===== config.mk =====
export PLATFORM = sky130hd
export DESIGN_NAME = fetch_pc_queue_flat
export DESIGN_NICKNAME = d
export VERILOG_FILES = /design/src/rtl/fetch_pc_queue_if.sv /design/src/rtl/fetch_pc_queue.sv /design/src/flat_wrapper.sv
export SDC_FILE = /design/constraint.sdc
export NUM_CORES = 1
export LEC_CHECK = 0
export CORE_UTILIZATION = 52
export CTS_CLUSTER_SIZE = 16
export DETAILED_ROUTE_END_ITERATION = 10
export GPL_ROUTABILITY_DRIVEN = 0
export GPL_TIMING_DRIVEN = 0
export HOLD_SLACK_MARGIN = 0.08
export MAX_ROUTING_LAYER = met4
export PLACE_DENSITY = 0.81
export SETUP_SLACK_MARGIN = 0.15
export SYNTH_ARGS = -nofsm -noshare
export SYNTH_HDL_FRONTEND = slang
export SYNTH_SLANG_ARGS = --single-unit

===== constraint.sdc =====
create_clock -name clk -period 10.86 [get_ports clk]
set_input_delay 2.715 -clock clk [delete_from_list [all_inputs] [get_ports clk]]
set_output_delay 2.715 -clock clk [all_outputs]
set_load 0.005 [all_outputs]

===== src/rtl/fetch_pc_queue_if.sv =====
`default_nettype none
// ============================================================================
// Module   : fetch_pc_queue_if
// Brief    : Redirect, imem request/response and decode-side channels of the
//            fetch unit. The master modport is the fetch unit itself.
//            FETCH_MISALIGN_TRAP_EN adds the misalign_err status signal.
// Revision : 1.0 - initial release
// ============================================================================
interface fetch_pc_queue_if #(
    parameter int XLEN = 32
);
    logic            redirect_valid;
    logic            redirect_mode;
    logic [XLEN-1:0] redirect_base;
    logic [XLEN-1:0] redirect_imm;
    logic            imem_req_valid;
    logic            imem_req_ready;
    logic [XLEN-1:0] imem_req_addr;
    logic            imem_rsp_valid;
    logic [XLEN-1:0] imem_rsp_data;
    logic            out_valid;
    logic            out_ready;
    logic [XLEN-1:0] out_pc;
    logic [XLEN-1:0] out_instr;
    logic [XLEN-1:0] fetch_pc;
`ifdef FETCH_MISALIGN_TRAP_EN
    logic            misalign_err;
`endif

    modport master (
        input  redirect_valid, redirect_mode, redirect_base, redirect_imm,
               imem_req_ready, imem_rsp_valid, imem_rsp_data, out_ready,
        output imem_req_valid, imem_req_addr, out_valid, out_pc, out_instr,
               fetch_pc
`ifdef FETCH_MISALIGN_TRAP_EN
               , misalign_err
`endif
    );

    modport slave (
        output redirect_valid, redirect_mode, redirect_base, redirect_imm,
               imem_req_ready, imem_rsp_valid, imem_rsp_data, out_ready,
        input  imem_req_valid, imem_req_addr, out_valid, out_pc, out_instr,
               fetch_pc
`ifdef FETCH_MISALIGN_TRAP_EN
               , misalign_err
`endif
    );
endinterface
`default_nettype wire


===== src/rtl/fetch_pc_queue.sv =====
`default_nettype none
// ============================================================================
// Module   : fetch_pc_queue
// Brief    : Instruction fetch unit. Owns the PC, issues one word fetch at a
//            time over a valid/ready request channel and queues returned
//            {pc, instr} pairs for decode. Redirects flush the queue and
//            discard any in-flight stale fetch.
//            Optional macro FETCH_MISALIGN_TRAP_EN: misaligned redirect
//            targets raise misalign_err and halt fetch instead of being
//            silently aligned.
// Revision : 1.0 - initial release
// ============================================================================
module fetch_pc_queue #(
    parameter int              XLEN     = 32,
    parameter logic [XLEN-1:0] RESET_PC = '0,
    parameter int              DEPTH    = 2
) (
    input  wire logic        clk,
    input  wire logic        reset,
    fetch_pc_queue_if.master bus
);
    localparam int               c_PTR_W = $clog2(DEPTH);
    localparam logic [c_PTR_W:0] c_DEPTH = (c_PTR_W + 1)'(DEPTH);

    typedef logic [c_PTR_W-1:0] ptr_t;
    typedef logic [c_PTR_W:0]   cnt_t;

    typedef enum logic [2:0] {
        IDLE     = 3'd0,
        REQ      = 3'd1,
        WAIT     = 3'd2,
        KILL_REQ = 3'd3,
        DRAIN    = 3'd4
    } state_t;

    state_t          r_state;
    state_t          w_state_nxt;
    logic [XLEN-1:0] r_pc;
    logic [XLEN-1:0] r_req_pc;
    logic            r_req_valid;
    logic [XLEN-1:0] r_req_addr;
    logic [XLEN-1:0] r_pc_mem    [DEPTH];
    logic [XLEN-1:0] r_instr_mem [DEPTH];
    ptr_t            r_wr_ptr;
    ptr_t            r_rd_ptr;
    cnt_t            r_count;

    logic            w_flush;
    logic            w_req_hs;
    logic            w_pop;
    logic            w_push;
    logic            w_issue;
    logic            w_pc_inc;
    logic            w_out_valid;
    logic            w_fetch_hold;
    cnt_t            w_cnt_after_push;
    logic [XLEN-1:0] w_target_raw;
    logic [XLEN-1:0] w_target;

    assign w_target_raw = bus.redirect_mode ? (bus.redirect_base + bus.redirect_imm)
                                            : bus.redirect_base;

`ifdef FETCH_MISALIGN_TRAP_EN
    logic r_misalign;

    // Unaligned targets are kept as-is so software can see the faulting PC.
    assign w_target         = w_target_raw;
    assign w_fetch_hold     = r_misalign;
    assign bus.misalign_err = r_misalign;

    // Every redirect re-evaluates the alignment of its target.
    always_ff @(posedge clk or posedge reset) begin
        if (reset) begin
            r_misalign <= 1'b0;
        end else if (w_flush) begin
            r_misalign <= (w_target_raw[1:0] != 2'b00);
        end
    end
`else
    assign w_target     = w_target_raw & ~XLEN'(3);
    assign w_fetch_hold = 1'b0;
`endif

    assign w_flush          = bus.redirect_valid;
    assign w_req_hs         = r_req_valid && bus.imem_req_ready;
    assign w_out_valid      = (r_count != '0);
    assign w_pop            = w_out_valid && bus.out_ready;
    assign w_cnt_after_push = r_count + cnt_t'(1) - cnt_t'(w_pop);

    // State register.
    always_ff @(posedge clk or posedge reset) begin
        if (reset) begin
            r_state <= IDLE;
        end else begin
            r_state <= w_state_nxt;
        end
    end

    // Next-state and per-cycle strobes; a redirect overrides normal progress.
    always_comb begin
        w_state_nxt = r_state;
        w_issue     = 1'b0;
        w_push      = 1'b0;
        w_pc_inc    = 1'b0;
        case (r_state)
            IDLE: begin
                if (!w_flush && (r_count < c_DEPTH) && !w_fetch_hold) begin
                    w_state_nxt = REQ;
                    w_issue     = 1'b1;
                end
            end
            REQ: begin
                if (bus.imem_req_ready) begin
                    w_pc_inc    = !w_flush;
                    w_state_nxt = w_flush ? DRAIN : WAIT;
                end else if (w_flush) begin
                    w_state_nxt = KILL_REQ;
                end
            end
            WAIT: begin
                if (w_flush) begin
                    w_state_nxt = bus.imem_rsp_valid ? IDLE : DRAIN;
                end else if (bus.imem_rsp_valid) begin
                    w_push = 1'b1;
                    if (w_cnt_after_push < c_DEPTH) begin
                        w_state_nxt = REQ;
                        w_issue     = 1'b1;
                    end else begin
                        w_state_nxt = IDLE;
                    end
                end
            end
            KILL_REQ: begin
                if (bus.imem_req_ready) begin
                    w_state_nxt = DRAIN;
                end
            end
            DRAIN: begin
                if (bus.imem_rsp_valid) begin
                    w_state_nxt = IDLE;
                end
            end
            default: begin
                w_state_nxt = IDLE;
            end
        endcase
    end

    // Program counter: redirect target, else advance on an accepted live fetch.
    always_ff @(posedge clk or posedge reset) begin
        if (reset) begin
            r_pc     <= RESET_PC;
            r_req_pc <= '0;
        end else if (w_flush) begin
            r_pc <= w_target;
        end else if (w_pc_inc) begin
            r_req_pc <= r_pc;
            r_pc     <= r_pc + XLEN'(4);
        end
    end

    // Request channel: address latched on issue, held until accepted.
    always_ff @(posedge clk or posedge reset) begin
        if (reset) begin
            r_req_valid <= 1'b0;
            r_req_addr  <= '0;
        end else if (w_issue) begin
            r_req_valid <= 1'b1;
            r_req_addr  <= r_pc;
        end else if (w_req_hs) begin
            r_req_valid <= 1'b0;
        end
    end

    // Fetch FIFO: flush beats both push and pop.
    always_ff @(posedge clk or posedge reset) begin
        if (reset) begin
            r_wr_ptr <= '0;
            r_rd_ptr <= '0;
            r_count  <= '0;
            for (int i = 0; i < DEPTH; i++) begin
                r_pc_mem[i]    <= '0;
                r_instr_mem[i] <= '0;
            end
        end else if (w_flush) begin
            r_wr_ptr <= '0;
            r_rd_ptr <= '0;
            r_count  <= '0;
        end else begin
            if (w_push) begin
                r_pc_mem[r_wr_ptr]    <= r_req_pc;
                r_instr_mem[r_wr_ptr] <= bus.imem_rsp_data;
                r_wr_ptr              <= r_wr_ptr + ptr_t'(1);
            end
            if (w_pop) begin
                r_rd_ptr <= r_rd_ptr + ptr_t'(1);
            end
            if (w_push && !w_pop) begin
                r_count <= r_count + cnt_t'(1);
            end else if (!w_push && w_pop) begin
                r_count <= r_count - cnt_t'(1);
            end
        end
    end

    assign bus.imem_req_valid = r_req_valid;
    assign bus.imem_req_addr  = r_req_addr;
    assign bus.out_valid      = w_out_valid;
    assign bus.out_pc         = r_pc_mem[r_rd_ptr];
    assign bus.out_instr      = r_instr_mem[r_rd_ptr];
    assign bus.fetch_pc       = r_pc;

endmodule
`default_nettype wire


===== src/flat_wrapper.sv =====
// flat-port wrapper written by rule: the top's interface ports become plain ports
module fetch_pc_queue_flat 
#(
    parameter int              XLEN     = 32,
    parameter logic [XLEN-1:0] RESET_PC = '0,
    parameter int              DEPTH    = 2
)
  (clk, reset, bus_redirect_valid, bus_redirect_mode, bus_redirect_base, bus_redirect_imm, bus_imem_req_ready, bus_imem_rsp_valid, bus_imem_rsp_data, bus_out_ready, bus_imem_req_valid, bus_imem_req_addr, bus_out_valid, bus_out_pc, bus_out_instr, bus_fetch_pc);
  fetch_pc_queue_if #(.XLEN(XLEN)) bus_i ();
  input  wire logic clk;
  input  wire logic reset;
  input wire logic [$bits(bus_i.redirect_valid)-1:0] bus_redirect_valid;
  input wire logic [$bits(bus_i.redirect_mode)-1:0] bus_redirect_mode;
  input wire logic [$bits(bus_i.redirect_base)-1:0] bus_redirect_base;
  input wire logic [$bits(bus_i.redirect_imm)-1:0] bus_redirect_imm;
  input wire logic [$bits(bus_i.imem_req_ready)-1:0] bus_imem_req_ready;
  input wire logic [$bits(bus_i.imem_rsp_valid)-1:0] bus_imem_rsp_valid;
  input wire logic [$bits(bus_i.imem_rsp_data)-1:0] bus_imem_rsp_data;
  input wire logic [$bits(bus_i.out_ready)-1:0] bus_out_ready;
  output wire logic [$bits(bus_i.imem_req_valid)-1:0] bus_imem_req_valid;
  output wire logic [$bits(bus_i.imem_req_addr)-1:0] bus_imem_req_addr;
  output wire logic [$bits(bus_i.out_valid)-1:0] bus_out_valid;
  output wire logic [$bits(bus_i.out_pc)-1:0] bus_out_pc;
  output wire logic [$bits(bus_i.out_instr)-1:0] bus_out_instr;
  output wire logic [$bits(bus_i.fetch_pc)-1:0] bus_fetch_pc;
  assign bus_i.redirect_valid = bus_redirect_valid;
  assign bus_i.redirect_mode = bus_redirect_mode;
  assign bus_i.redirect_base = bus_redirect_base;
  assign bus_i.redirect_imm = bus_redirect_imm;
  assign bus_i.imem_req_ready = bus_imem_req_ready;
  assign bus_i.imem_rsp_valid = bus_imem_rsp_valid;
  assign bus_i.imem_rsp_data = bus_imem_rsp_data;
  assign bus_i.out_ready = bus_out_ready;
  assign bus_imem_req_valid = bus_i.imem_req_valid;
  assign bus_imem_req_addr = bus_i.imem_req_addr;
  assign bus_out_valid = bus_i.out_valid;
  assign bus_out_pc = bus_i.out_pc;
  assign bus_out_instr = bus_i.out_instr;
  assign bus_fetch_pc = bus_i.fetch_pc;
  fetch_pc_queue #(.XLEN(XLEN), .RESET_PC(RESET_PC), .DEPTH(DEPTH)) u_core (.clk(clk), .reset(reset), .bus(bus_i));
endmodule

==> summary.md <==
| Metric | Value |
|---|---|
| Status | finished clean |
| Crit path top cell by count | clkbuf_1 |
| Number of buffers created by CTS | 24 |
| Critical path peak fanout | 10 |
| Total gr overflow | 0 |
| Post-synth top area share | 0.5014 |
| Routed WL | 25660 µm |
| Largest area contributor in the netlist | dfrtp_1 |
| Logic gate share of total power | 0.377 |
| Top FF cell, synth | dfrtp_1 |
| CP Cell Sequence | clkbuf_1 -> clkbuf_1 -> mux2_2 -> clkdlybuf4s50_1 |
| HPWL Detailed | 18570 µm |
| Setup repair bufs after CTS | 0 |
| Clk_skew | 0.01125 ns |
| Slowest cell on crit path | clkbuf_1 |
| Highest clock rate | 0.1858 GHz |
| Cell Area, Synth | 0.01108 mm² |
| Final setup TNS | 0 ns |
| Synth top cells by count | mux2_2, dfrtp_1, a21oi_1 |
| Latest clock arrival within the worst-skew pair | 0.51 ns |
| DR iter-0 viols | 335 |
| Minimum clock period | 5.382 ns |
| Dpl cells | 1397 |
| Clk network pwr share | 0.227 |
| P_int | 2367 µW |
| RSZ-0062 raised after global routing | false |
| Max Cap Viol | 0 |
| Syn. warnings | 0 |
| Rel. slew slack | 0.4532 |
| Diode count | 0 |
| P per Cell Area | 230.8 mW/mm² |
| Fin. max-slew vios | 0 |
| Top cells by area, synth | dfrtp_1, mux2_2, ha_1 |
| Pre-Repair DR Iteration Count | 6 |
| Placement Rows | 53 |
| Largest net degree at the start of global routing | 130 |
| Fraction of power spent switching nets | 0.2907 |
| Worst Tran Pin Value | 0.8135 ns |
| CTS tree | built |
| EDFF count, synth | 0 |
| #FFs+latches synth | 222 |
| Final setup viols | 0 |
| Hold Crit Class | flop to flop |
| Nets@finish | 1283 |
| CTS root buffer | clkbuf_16 |
| CP endpoint kind | output port |
| Post-synthesis sequential area ratio | 0.5014 |
| Vias in the first global route | 8084 |
| CP required | 8.15 ns |
| Count of input and output buffers | 225 |
| Overall Global Routing Usage | 0.2429 |
| Avg Cell Area, Syn | 12.43 µm² |
| Clock Pin Slew Worst Setup and Hold Paths | 0.06 ns |
| Library cells used by synthesis | 50 |
| Cells after synthesis | 891 |
| Hold_ws | 0.5012 ns |
| Cts hold-fix bufs | 0 |
| Placeable core area | 0.02096 mm² |
| Via count | 7764 |
| Endpoints failing hold | 0 |
| Final Non-Filler Cells | 1440 |
| Worst IR Drop VDD | 0.0001028 V |
| Crit share post-route | 0.4956 |
| Vias/cell | 5.392 |
| Overall die width | 148.0 µm |
| Crit path launch type | flop |
| Area grow syn2layout | 30.48% |
| # IOs | 233 |
| Die Footprint | 0.02189 mm² |
| DRC | 0 |
| Cts repair resizes | 0 |
| Global-route wire length before repair | 41190 µm |
| Leakage | 0.006390 µW |
| CTS Buffer Depth | 3 |
| Share of layout cells above drive strength 1 | 0.2627 |
| Die Y | 148.0 µm |
| # clock sinks | 222 |
| CTS H-tree lvls | 1 |
| Max incr delay on CP | 0.58 ns |
| Flop pwr share | 0.396 |
| Most frequent cell after synthesis | mux2_2 |
| Critical path type | flop to output port |
| Initial core utilization | 0.5287 |
| Initial antenna violation count | 0 |
| Ys async rst share | 1.000 |
| Antenna viol nets, final | 0 |
| CP arrival | 2.67 ns |
| DR WL/cell | 17.82 µm |
| Switch Pwr | 970.0 µW |
[area by class of cell]
| cell class | instances | area (µm²) |
|---|---|---|
| clock buffers | 35 | 683.2 |
| clock inverters | 8 | 43.79 |
| flip-flops and latches | 222 | 5555 |
| inverters | 9 | 41.29 |
| repair buffers | 226 | 2280 |
| well taps | 275 | 344.1 |
| plain buffers | 51 | 222.7 |
| multi-input cells | 614 | 5286 |
| fillers | 1567 | 6499 |
[registers in the layout (all words and copies together), names as in the netlist]
| name | count |
|---|---|
| u_core.r_instr_mem | 64 |
| u_core.r_pc_mem | 60 |
| u_core.bus.fetch_pc | 30 |
| u_core.bus.imem_req_addr | 30 |
| u_core.r_req_pc | 30 |
| u_core.r_state | 3 |
| u_core.r_count | 2 |
| u_core.bus.imem_req_valid | 1 |
| u_core.r_rd_ptr | 1 |
| u_core.r_wr_ptr | 1 |
[worst paths after layout]
| kind | start | endpoint | slack, ns | cells after the start |
|---|---|---|---|---|
| min in group asynchronous | reset | u_core.r_instr_mem[28]$_DFFE_PP0P_ | 2.74 | 2 |
| worst max-delay path | u_core.r_rd_ptr$_DFFE_PP0P_ | bus_out_pc[23] | 5.48 | 4 |
| worst min register to register | u_core.r_instr_mem[12]$_DFFE_PP0P_ | u_core.r_instr_mem[12]$_DFFE_PP0P_ | 0.50 | 1 |
| worst max register to register | u_core.r_count[1]$_DFFE_PP0P_ | u_core.bus.imem_req_addr[18]$_DFFE_PP0P_ | 7.79 | 9 |
| max in group asynchronous | reset | u_core.bus.fetch_pc[21]$_DFFE_PP0N_ | 7.05 | 3 |
| worst min-delay path | u_core.r_instr_mem[12]$_DFFE_PP0P_ | u_core.r_instr_mem[12]$_DFFE_PP0P_ | 0.50 | 1 |
[worst max-delay path, delay by kind of cell, from the launching register on]
| family | cells | cell delay (ns) |
|---|---|---|
| flip-flops | 1 | 0.32 |
| multiplexers | 1 | 0.42 |
| buffers and inverters | 3 | 1.43 |
[stage by stage]
| stage | utilization | power (µW) | setup slack (ns) | instance area (µm²) |
|---|---|---|---|---|
| after floorplan | - | 1937 | 2.067 | 11100 |
| after global placement | 0.6535 | 2536 | -0.6453 | 13690 |
| after detailed placement | 0.6552 | 2586 | 5.184 | 13730 |
| after CTS | 0.6899 | 3362 | 5.401 | 14460 |
| after global routing | 0.6899 | 3519 | 5.329 | 14460 |
| final | 0.6899 | 3337 | 5.478 | 14460 |
[placed cells by master, fill, tap and decap left out, types with 4 or more instances in the layout]
cell / n
clkbuf_1: 39
nand2_1: 39
nor3_1: 7
xor2_1: 22
and3_1: 9
mux2_2: 246
buf_1: 7
ha_1: 32
nor2_1: 39
a21o_1: 12
and2_1: 4
and4_1: 5
clkinv_2: 7
mux2i_1: 17
a31oi_1: 4
xnor2_1: 39
a21oi_1: 51
clkdlybuf4s50_1: 225
nand3_1: 14
nand4_1: 6
dfrtp_1: 222
buf_2: 7
buf_4: 6
conb_1: 6
inv_1: 8
o21ai_0: 16
clkbuf_16: 25
nor2b_1: 6
[logic make-up (layout without fill, tap and decap cells)]
kind of cell | after synthesis | after routing | share of synthesized area
compound gates | 114 | 114 | 0.06268
xor+xnor | 61 | 61 | 0.04822
fa+ha+maj | 32 | 32 | 0.03614
buf+inv | 60 | 329 | 0.02315
flops | 222 | 222 | 0.5014
mux | 263 | 263 | 0.2654
other cells | 1 | 6 | 0.0003385
simple gates | 138 | 138 | 0.06268
[power by group through the flow]
stage	Clock [µW]	Sequential (µW)	Combinational [µW]
floorplan	0	1270	670
global placement	0	1310	1230
detailed placement	0	1330	1260
CTS	772	1320	1270
global route	801	1360	1360
finish	759	1320	1260
[per-layer routing]
metal / share of wire / vias to the layer above / global-route usage
li1: - / 3687 / -
met4: 0.024 / 0 / 0.07165
met1: 0.44 / 3783 / 0.3092
met2: 0.48 / 251 / 0.4000
met5: 0 / - / -
met3: 0.052 / 43 / 0.03827
(Power assumes the default switching activity.)
